## src/rtl/sensor_distancia_defs.sv

```systemverilog
// Constants shared by the ultrasonic distance controller and its downstream filter.
package sensor_distancia_defs;
  localparam logic [1:0] ENVIANDO_PULSO   = 2'b00;
  localparam logic [1:0] RECIBIENDO_PULSO = 2'b01;
  localparam logic [1:0] ESPERANDO_PULSO  = 2'b10;
  localparam logic [1:0] EN_ESPERA        = 2'b11;

  localparam int DIST_MAX_DEF = 400;
  localparam int DIST_W       = 9;

  typedef struct packed {
    logic muestra;
    logic timeout;
  } evento_t;
endpackage

```

## src/rtl/promedio_movil.sv

```systemverilog
// Circular-buffer moving average over 2^LOG2_N samples with prefill and registered output.
module promedio_movil
  import sensor_distancia_defs::*;
#(
  parameter int LOG2_N = 2
) (
  input  logic              clk,
  input  logic              reset,
  input  logic              carga_i,
  input  logic              prefill_i,
  input  logic [DIST_W-1:0] dato_i,
  output logic [DIST_W-1:0] media_o,
  output logic [DIST_W-1:0] media_d_o,
  output logic              actualiza_o,
  output logic              valido_o
);
  localparam int N  = 1 << LOG2_N;
  localparam int SW = DIST_W + LOG2_N;

  logic [N-1:0][DIST_W-1:0] mem_q, mem_d;
  logic [SW-1:0]            sum_q, sum_d;
  logic [LOG2_N-1:0]        wp_q, wp_d;
  logic [1:0]               vld_pipe_q;
  logic [DIST_W-1:0]        media_q;

  always_comb begin
    mem_d = mem_q;
    sum_d = sum_q;
    wp_d  = wp_q;
    if (carga_i) begin
      if (prefill_i) begin
        for (int i = 0; i < N; i++) mem_d[i] = dato_i;
        sum_d = {dato_i, {LOG2_N{1'b0}}};
        wp_d  = '0;
      end else begin
        // Subtract the oldest entry before adding the new one; width covers the full window.
        sum_d      = sum_q - SW'(mem_q[wp_q]) + SW'(dato_i);
        mem_d[wp_q] = dato_i;
        wp_d       = wp_q + LOG2_N'(1);
      end
    end
  end

  always_ff @(posedge clk) begin
    if (reset) begin
      mem_q      <= '0;
      sum_q      <= '0;
      wp_q       <= '0;
      vld_pipe_q <= '0;
      media_q    <= '0;
    end else begin
      mem_q      <= mem_d;
      sum_q      <= sum_d;
      wp_q       <= wp_d;
      vld_pipe_q <= {vld_pipe_q[0], carga_i};
      if (vld_pipe_q[0]) media_q <= media_d_o;
    end
  end

  assign media_d_o   = sum_q[SW-1:LOG2_N];
  assign actualiza_o = vld_pipe_q[0];
  assign valido_o    = vld_pipe_q[1];
  assign media_o     = media_q;
endmodule

```

## src/rtl/filtro_distancia.sv

```systemverilog
// Decodes measurement/timeout events from the distance controller, rejects bad readings,
// averages good ones and derives hysteretic proximity and no-reading flags.
module filtro_distancia
  import sensor_distancia_defs::*;
#(
  parameter int LOG2_N       = 2,
  parameter int DIST_MAX     = DIST_MAX_DEF,
  parameter int UMBRAL_CERCA = 15,
  parameter int UMBRAL_LEJOS = 20,
  parameter int MAX_FALLOS   = 3
) (
  input  logic              clk,
  input  logic              reset,
  input  logic [1:0]        estado_sensor,
  input  logic [DIST_W-1:0] distancia,
  output logic [DIST_W-1:0] distancia_filtrada,
  output logic              muestra_valida,
  output logic              objeto_cerca,
  output logic              sin_lectura
);
  localparam int FW = $clog2(MAX_FALLOS + 1);
  localparam logic [FW-1:0]     MAXF  = FW'(MAX_FALLOS);
  localparam logic [DIST_W-1:0] DMAX  = DIST_W'(DIST_MAX);
  localparam logic [DIST_W-1:0] CERCA = DIST_W'(UMBRAL_CERCA);
  localparam logic [DIST_W-1:0] LEJOS = DIST_W'(UMBRAL_LEJOS);

  logic [1:0]        estado_prev_q;
  logic [FW-1:0]     fallos_q, fallos_d;
  logic              sin_q, sin_d, cerca_q, cerca_d;
  evento_t           ev;
  logic              rechazo, ok, fallo, actualiza;
  logic [DIST_W-1:0] media_d;

  assign ev.muestra = (estado_prev_q == EN_ESPERA)       && (estado_sensor == ENVIANDO_PULSO);
  assign ev.timeout = (estado_prev_q == ESPERANDO_PULSO) && (estado_sensor == ENVIANDO_PULSO);
  assign rechazo    = (distancia == '0) || (distancia > DMAX);
  assign ok         = ev.muestra && !rechazo;
  assign fallo      = ev.timeout || (ev.muestra && rechazo);

  always_comb begin
    fallos_d = fallos_q;
    sin_d    = sin_q;
    cerca_d  = cerca_q;
    if (ok) begin
      fallos_d = '0;
      sin_d    = 1'b0;
    end else if (fallo) begin
      if (fallos_q != MAXF) fallos_d = fallos_q + FW'(1);
      if (fallos_d == MAXF) begin
        sin_d   = 1'b1;
        cerca_d = 1'b0;
      end
    end
    // Hysteresis is judged on the value being loaded into distancia_filtrada this edge.
    if (actualiza && !(fallo && fallos_d == MAXF)) begin
      if (media_d < CERCA)      cerca_d = 1'b1;
      else if (media_d > LEJOS) cerca_d = 1'b0;
    end
  end

  always_ff @(posedge clk) begin
    if (reset) begin
      estado_prev_q <= ENVIANDO_PULSO;
      fallos_q      <= '0;
      sin_q         <= 1'b1;
      cerca_q       <= 1'b0;
    end else begin
      estado_prev_q <= estado_sensor;
      fallos_q      <= fallos_d;
      sin_q         <= sin_d;
      cerca_q       <= cerca_d;
    end
  end

  promedio_movil #(.LOG2_N(LOG2_N)) u_promedio (
    .clk         (clk),
    .reset       (reset),
    .carga_i     (ok),
    .prefill_i   (sin_q),
    .dato_i      (distancia),
    .media_o     (distancia_filtrada),
    .media_d_o   (media_d),
    .actualiza_o (actualiza),
    .valido_o    (muestra_valida)
  );

  assign objeto_cerca = cerca_q;
  assign sin_lectura  = sin_q;
endmodule
```

## config.mk

```make
export PLATFORM = sky130hd
export DESIGN_NAME = filtro_distancia
export DESIGN_NICKNAME = d
export VERILOG_FILES = /design/src/rtl/sensor_distancia_defs.sv /design/src/rtl/promedio_movil.sv /design/src/rtl/filtro_distancia.sv
export SDC_FILE = /design/constraint.sdc
export NUM_CORES = 1
export LEC_CHECK = 0
export ABC_CLOCK_PERIOD_IN_PS = 4000
export BUFFER_PORTS_ARGS = -buffer_cell sky130_fd_sc_hd__buf_2
export CORE_MARGIN = 2
export CORE_UTILIZATION = 50
export CTS_BUF_LIST = sky130_fd_sc_hd__clkbuf_8
export DETAILED_ROUTE_END_ITERATION = 8
export GPL_ROUTABILITY_DRIVEN = 0
export PLACE_DENSITY = 0.7
export SLEW_MARGIN = 20
export SYNTH_ARGS = -nofsm -noshare
export SYNTH_HDL_FRONTEND = slang
export SYNTH_SLANG_ARGS = --single-unit
```

## constraint.sdc

```tcl
create_clock -name clk -period 4 [get_ports clk]
set_input_delay 1 -clock clk [delete_from_list [all_inputs] [get_ports clk]]
set_output_delay 1 -clock clk [all_outputs]
set_load 0.02 [all_outputs]
```

==> results_dict.tcl, run 1 <==
set metrics [dict create \
    root_buffer "clkbuf_8" \
    start_util_pct 52.1 \
    yosysTopAreaCell "dfxtp_1" \
    reg2reg_depth 10 \
    cp_max_fo 10 \
    final_antenna_net_count 0 \
    min_to "u_promedio.sum_q[0]$_SDFFE_PP0P_" \
    hold-path-cell-count 2 \
    p_seq_share_pct 48.2 \
    cts_setup_buffers 0 \
    grt_setup_unrepaired "false" \
    num-nets-final 436 \
    clock_path_buffers 2 \
    synth.top_cell.area_share_pct 37.1 \
    io_buffer_count 24 \
    track_usage_pct 21.7 \
    grt_pass1_vias 2652 \
    startpoint_type "flip-flop" \
    power_switching_mw 0.359 \
    area_delta_synth_final_pct 10.6 \
    cts_made_buffers 9 \
    grt_pass1_wl_um 12800 \
    maxSlewHeadroom_pct 45.2 \
    syn_inst 377 \
    drc 0 \
    worstSkewPairLatency_ns 0.36 \
    worst_r2r_startpoint "u_promedio.wp_q[0]$_SDFFE_PP0P_" \
    ys.flop_type "dfxtp_1" \
    rr_endpoint "u_promedio.sum_q[8]$_SDFFE_PP0P_" \
    fmax_mhz 300 \
    ys_types 49 \
    holdWs_ns 0.464 \
    drt_iter0_drc 159 \
    setup_viol 0 \
    status "complete, no violations" \
    yosysSeqAreaShare_pct 37.1 \
    required_ns 4.27 \
    layout_common_cells "66 x dfxtp_1, 54 x nor2_1, 45 x mux2i_1, 41 x inv_1, 24 x buf_2" \
    synth_edf_count 0 \
    tightest_slew_ns 0.822 \
    post-route-util_pct 57.6 \
    pwr-share-clk_pct 41.9 \
    die_area_mm2 0.00781 \
    core_area_mm2 0.00683 \
    synth-seq-cells 66 \
    power.internal_mw 1.02 \
    avgSynthCellArea_um2 9.44 \
    end_kind "flip-flop" \
    min_period_ns 3.34 \
    postCtsResizedCells 0 \
    power_density_mw_per_mm2 350 \
    clock_sinks 66 \
    criticalPathCategory "flip-flop to flip-flop" \
    final.setup.tns_ns 0 \
    drive_gt1_share_pct 15.4 \
    antenna_found_initial 0 \
    async_flop_share_pct 0 \
    drt-pass1-iter-count 4 \
    cap_violations 0 \
    syn_area_mm2 0.00356 \
    synthTopCellsByArea "dfxtp_1 37%, mux2i_1 13%, mux4_2 5.7%" \
    post_drt_wl_per_cell_um 15.4 \
    hold_viol_final 0 \
    syn-num-nets 415 \
    grt_max_degree 44 \
    power_frac_comb_pct 9.9 \
    rows 30 \
    hold_start "u_promedio.sum_q[0]$_SDFFE_PP0P_" \
    antennaDiodeCount 0 \
    maxSlewViolCount 0 \
    cts_hold_buf 0 \
    grt.overflow.total 0 \
    hold_class "flip-flop to flip-flop" \
    totalWireLength_um 7680 \
    finalPower_mw 1.38 \
    finClkSkew_ns 0.00844 \
    vias_per_cell 5.35 \
    fin_crit_sh_pct 83.4 \
    synth-warning-count 0 \
    r2r_slack_ns 0.66 \
    p_sw_share_pct 26.0 \
    ir_drop_v 0.000231 \
    p_leak_nw 1.55 \
    worstPathArrival_ns 3.61 \
    cts_tree "yes" \
    htreeDepth 3 \
    path_clk_slew_ns 0.08 \
    die-height_um 88.4 \
    via_count 2669 \
    crit_start "u_promedio.wp_q[0]$_SDFFE_PP0P_" \
    dp_hpwl_um 5380 \
    pin_count 25 \
    final_common_cell "dfxtp_1" \
    die-width_um 88.4 \
]
## routing by layer
metal | global-route usage [%] | vias to the layer above | share of wire [%]
li1 | - | 1326 | -
met1 | 29.1 | 1279 | 46
met2 | 34.9 | 52 | 48
met3 | 3.64 | 12 | 4.3
met4 | 9.50 | 0 | 1.8
met5 | 0 | - | 0
## cell usage after synthesis (3+ instances only)
master    number
a211oi_1       3
a21oi_1       19
a31oi_1        3
buf_1          3
buf_6          3
clkbuf_1       9
dfxtp_1       66
fa_1           9
ha_1          16
inv_1         41
mux2i_1       45
mux4_2         9
nand2_1       21
nand3_1        5
nor2_1        54
nor2b_1        5
nor3_1        11
o21a_1         4
o21ai_0        6
or3_1          3
xor2_1         5
## through the flow
| step | setup WS (ns) | instances | cell area, µm² |
|---|---|---|---|
| finish | 0.663 | 499 | 3940 |
| CTS | 0.662 | 499 | 3940 |
| detailed placement | 0.449 | 483 | 3730 |
| global route | 0.466 | 499 | 3940 |
| global placement | 0.558 | 483 | 3730 |
| floorplan | 0.460 | 377 | 3560 |
## area by class of cell
| class | instances | area, µm² |
|---|---|---|
| Fill cell | 615 | 2900 |
| Multi-Input combinational cell | 250 | 1980 |
| Sequential cell | 66 | 1320 |
| Timing Repair Buffer | 29 | 158 |
| Inverter | 42 | 158 |
| Clock buffer | 10 | 138 |
| Tap cell | 96 | 120 |
| Clock inverter | 6 | 65.1 |
## how the worst max path moves through the flow
| stage | end |
|---|---|
| 3_5_place_dp | u_promedio.sum_q[8]$_SDFFE_PP0P_ |
| 3_3_place_gp | u_promedio.sum_q[8]$_SDFFE_PP0P_ |
| 6_report | u_promedio.sum_q[8]$_SDFFE_PP0P_ |
| 5_1_grt | u_promedio.sum_q[8]$_SDFFE_PP0P_ |
| 2_1_floorplan | u_promedio.sum_q[8]$_SDFFE_PP0P_ |
| 4_1_cts | u_promedio.sum_q[8]$_SDFFE_PP0P_ |
## critical path, stage by stage, from the launching register on
cell	delay, ns
dfxtp_1	0.45
buf_4	0.27
mux4_2	0.56
fa_1	0.50
inv_1	0.04
ha_1	0.39
o2111a_1	0.26
nor3_1	0.08
or3_1	0.34
a31o_2	0.23
a21oi_1	0.13
## registers in the layout, summed over array words and instances, names as in the netlist
signal	flops
u_promedio.media_o	9
u_promedio.vld_pipe_q	2
sin_lectura	1
u_promedio.sum_q	11
objeto_cerca	1
u_promedio.mem_q	36
fallos_q	2
u_promedio.wp_q	2
estado_prev_q	2
## cell families (layout without fill, tap and decap cells)
logic type | after synthesis | after routing | synth area share, %
muxes | 54 | 54 | 18.3
DFF | 66 | 66 | 37.1
and+or+nand+nor | 112 | 112 | 14.8
adders and majority gates | 25 | 25 | 10.7
xor gates and xnor gates | 7 | 7 | 1.72
AOI/OAI and AO/OA | 52 | 52 | 9.98
buffers and inverters | 61 | 87 | 7.35
## power by group through the flow
stage	clock network, mW	logic, mW	registers (mW)
6_report	0.578	0.136	0.665
5_1_grt	0.607	0.153	0.665
4_1_cts	0.587	0.135	0.664
3_5_place_dp	0	0.133	0.680
3_3_place_gp	0	0.132	0.680
2_1_floorplan	0	0.0989	0.678
No activity file was read; power rests on OpenSTA's default activity.
==> run 2: changes to the inputs <==
ABC_CLOCK_PERIOD_IN_PS = 3450   (was 4000)
clock period = 3.45 ns   (was 4 ns; I/O delays follow)
==> run 2 against run 1 <==
  * Critical path depth up 3
  * Die area is the same
  * Combinational power is 18% higher
  * Global-route usage about the same
  * Clock-buffer cell count is 1 higher
  * Setup slack got worse by 0.51 ns
  * Register-to-register slack lost 0.51 ns
  * Clock skew decreased by 0.0019 ns
  * Flip-flop and latch count did not move
  * Non-clock buffer count rose by 7
  * Hold slack got worse by 0.0054 ns
==> results_dict.tcl, run 2 (synthesis results as in run 1) <==
set metrics [dict create \
    status "complete, no violations" \
    num-nets-final 443 \
    via_count 2684 \
    track_usage_pct 21.7 \
    layout_common_cells "66 x dfxtp_1, 54 x nor2_1, 45 x mux2i_1, 43 x inv_1, 24 x buf_2" \
    drt_iter0_drc 143 \
    antennaDiodeCount 0 \
    holdWs_ns 0.459 \
    cts_tree "yes" \
    cpPeakStageDelay_ns 0.54 \
    drc 0 \
    final_antenna_net_count 0 \
    startpoint_type "flip-flop" \
    clock_sinks 66 \
    maxSlewHeadroom_pct 53.1 \
    grt_pass1_vias 2528 \
    cts_setup_buffers 0 \
    rows 30 \
    area_delta_synth_final_pct 12.9 \
    vias_per_cell 5.31 \
    hold-path-cell-count 2 \
    antenna_found_initial 0 \
    htreeDepth 3 \
    worst_r2r_startpoint "u_promedio.wp_q[0]$_SDFFE_PP0P_" \
    start_util_pct 52.1 \
    root_buffer "clkbuf_8" \
    largest_register_ffs 36 \
    final_common_cell "dfxtp_1" \
    die-width_um 88.4 \
    post_drt_wl_per_cell_um 15.2 \
    pin_count 25 \
    core_area_mm2 0.00683 \
    cts_made_buffers 9 \
    dp_hpwl_um 5550 \
    critical-path-slowest-cell "mux4_2" \
    worstPathArrival_ns 3.56 \
    power_density_mw_per_mm2 412 \
    reg2reg_depth 13 \
    path_clk_slew_ns 0.07 \
    required_ns 3.72 \
    cp_max_fo 11 \
    die_area_mm2 0.00781 \
    drive_gt1_share_pct 16.1 \
    hold_viol_final 0 \
    fmax_mhz 303 \
    min_period_ns 3.30 \
    p_leak_nw 1.60 \
    path_buf_inv 3 \
    criticalPathCategory "flip-flop to flip-flop" \
    grt_setup_unrepaired "false" \
    num-fill-cells 602 \
    fin_crit_sh_pct 95.5 \
    hold_start "u_promedio.sum_q[1]$_SDFFE_PP0P_" \
    postCtsResizedCells 0 \
    finClkSkew_ns 0.00657 \
    drt-pass1-iter-count 4 \
    end_kind "flip-flop" \
    tightest_slew_ns 0.704 \
    cts_hold_buf 0 \
    ir_drop_v 0.000190 \
    cap_violations 0 \
    critical_path.cell_chain "buf_12, mux4_2, ha_1, inv_1, ha_1, inv_1, fa_1, nor2b_1, o2111a_1, nor3_1, or3_1, a31o_2, a21oi_1" \
    top_register "u_promedio.mem_q" \
    crit_start "u_promedio.wp_q[0]$_SDFFE_PP0P_" \
    die-height_um 88.4 \
    grt_pass1_wl_um 12700 \
    maxSlewViolCount 0 \
    setup_viol 0 \
    hold_class "flip-flop to flip-flop" \
    totalWireLength_um 7670 \
    crit_family "adder cells" \
    final.setup.tns_ns 0 \
    grt.overflow.total 0 \
    io_buffer_count 24 \
    cp.depth 13 \
    worstSkewPairLatency_ns 0.34 \
    grt_max_degree 38 \
    clock_path_buffers 2 \
]
==> run 2: final timing paths <==
kind / end / slack, ns
worst max-delay path: u_promedio.sum_q[8]$_SDFFE_PP0P_ / 0.15
worst max register to register: u_promedio.sum_q[8]$_SDFFE_PP0P_ / 0.15
worst min register to register: u_promedio.sum_q[1]$_SDFFE_PP0P_ / 0.46
worst min-delay path: u_promedio.sum_q[1]$_SDFFE_PP0P_ / 0.46
==> run 2: cell type report <==
| cell class | instances | area [µm²] | share of cell area (%) |
|---|---|---|---|
| Multi-Input combinational cell | 250 | 1980 | 49.2 |
| Sequential cell | 66 | 1320 | 32.9 |
| Timing Repair Buffer | 36 | 223 | 5.54 |
| Inverter | 42 | 158 | 3.92 |
| Clock buffer | 11 | 151 | 3.77 |
| Tap cell | 96 | 120 | 2.99 |
| Clock inverter | 4 | 67.6 | 1.68 |
==> run 2: report_power, final <==
group,total [mW],switching (mW),internal [mW]
clock network,0.724,0.286,0.437
logic,0.160,0.0965,0.0633
registers,0.770,0.00341,0.767
==> run 2: through the flow <==
step                      total power [mW]  setup WS (ns)  instance area [µm²]  utilization [%]  cells
after floorplan                      0.901          0.156                 3560                -    377
after global placement               0.943          0.196                 3800             55.6    490
after detailed placement             0.945          0.133                 3800             55.6    490
after CTS                             1.66          0.174                 4020             58.8    505
after global routing                  1.72         0.0124                 4020             58.8    505
final                                 1.65          0.154                 4020             58.8    505
==> run 2: worst reg2reg max path, cell delays in order (launching register included) <==
cell	delay [ns]
dfxtp_1	0.39
buf_12	0.17
mux4_2	0.54
ha_1	0.30
inv_1	0.06
ha_1	0.15
inv_1	0.06
fa_1	0.37
nor2b_1	0.18
o2111a_1	0.24
nor3_1	0.08
or3_1	0.35
a31o_2	0.24
a21oi_1	0.11
==> run 2: routing by layer <==
layer  GRT usage, %  routed length [µm]  up-vias
met3           3.82                 275       15
met5              0                   0        -
met1           30.7                3740     1287
met4           9.37                 152        0
met2           32.9                3500       42
li1               -                   -     1340
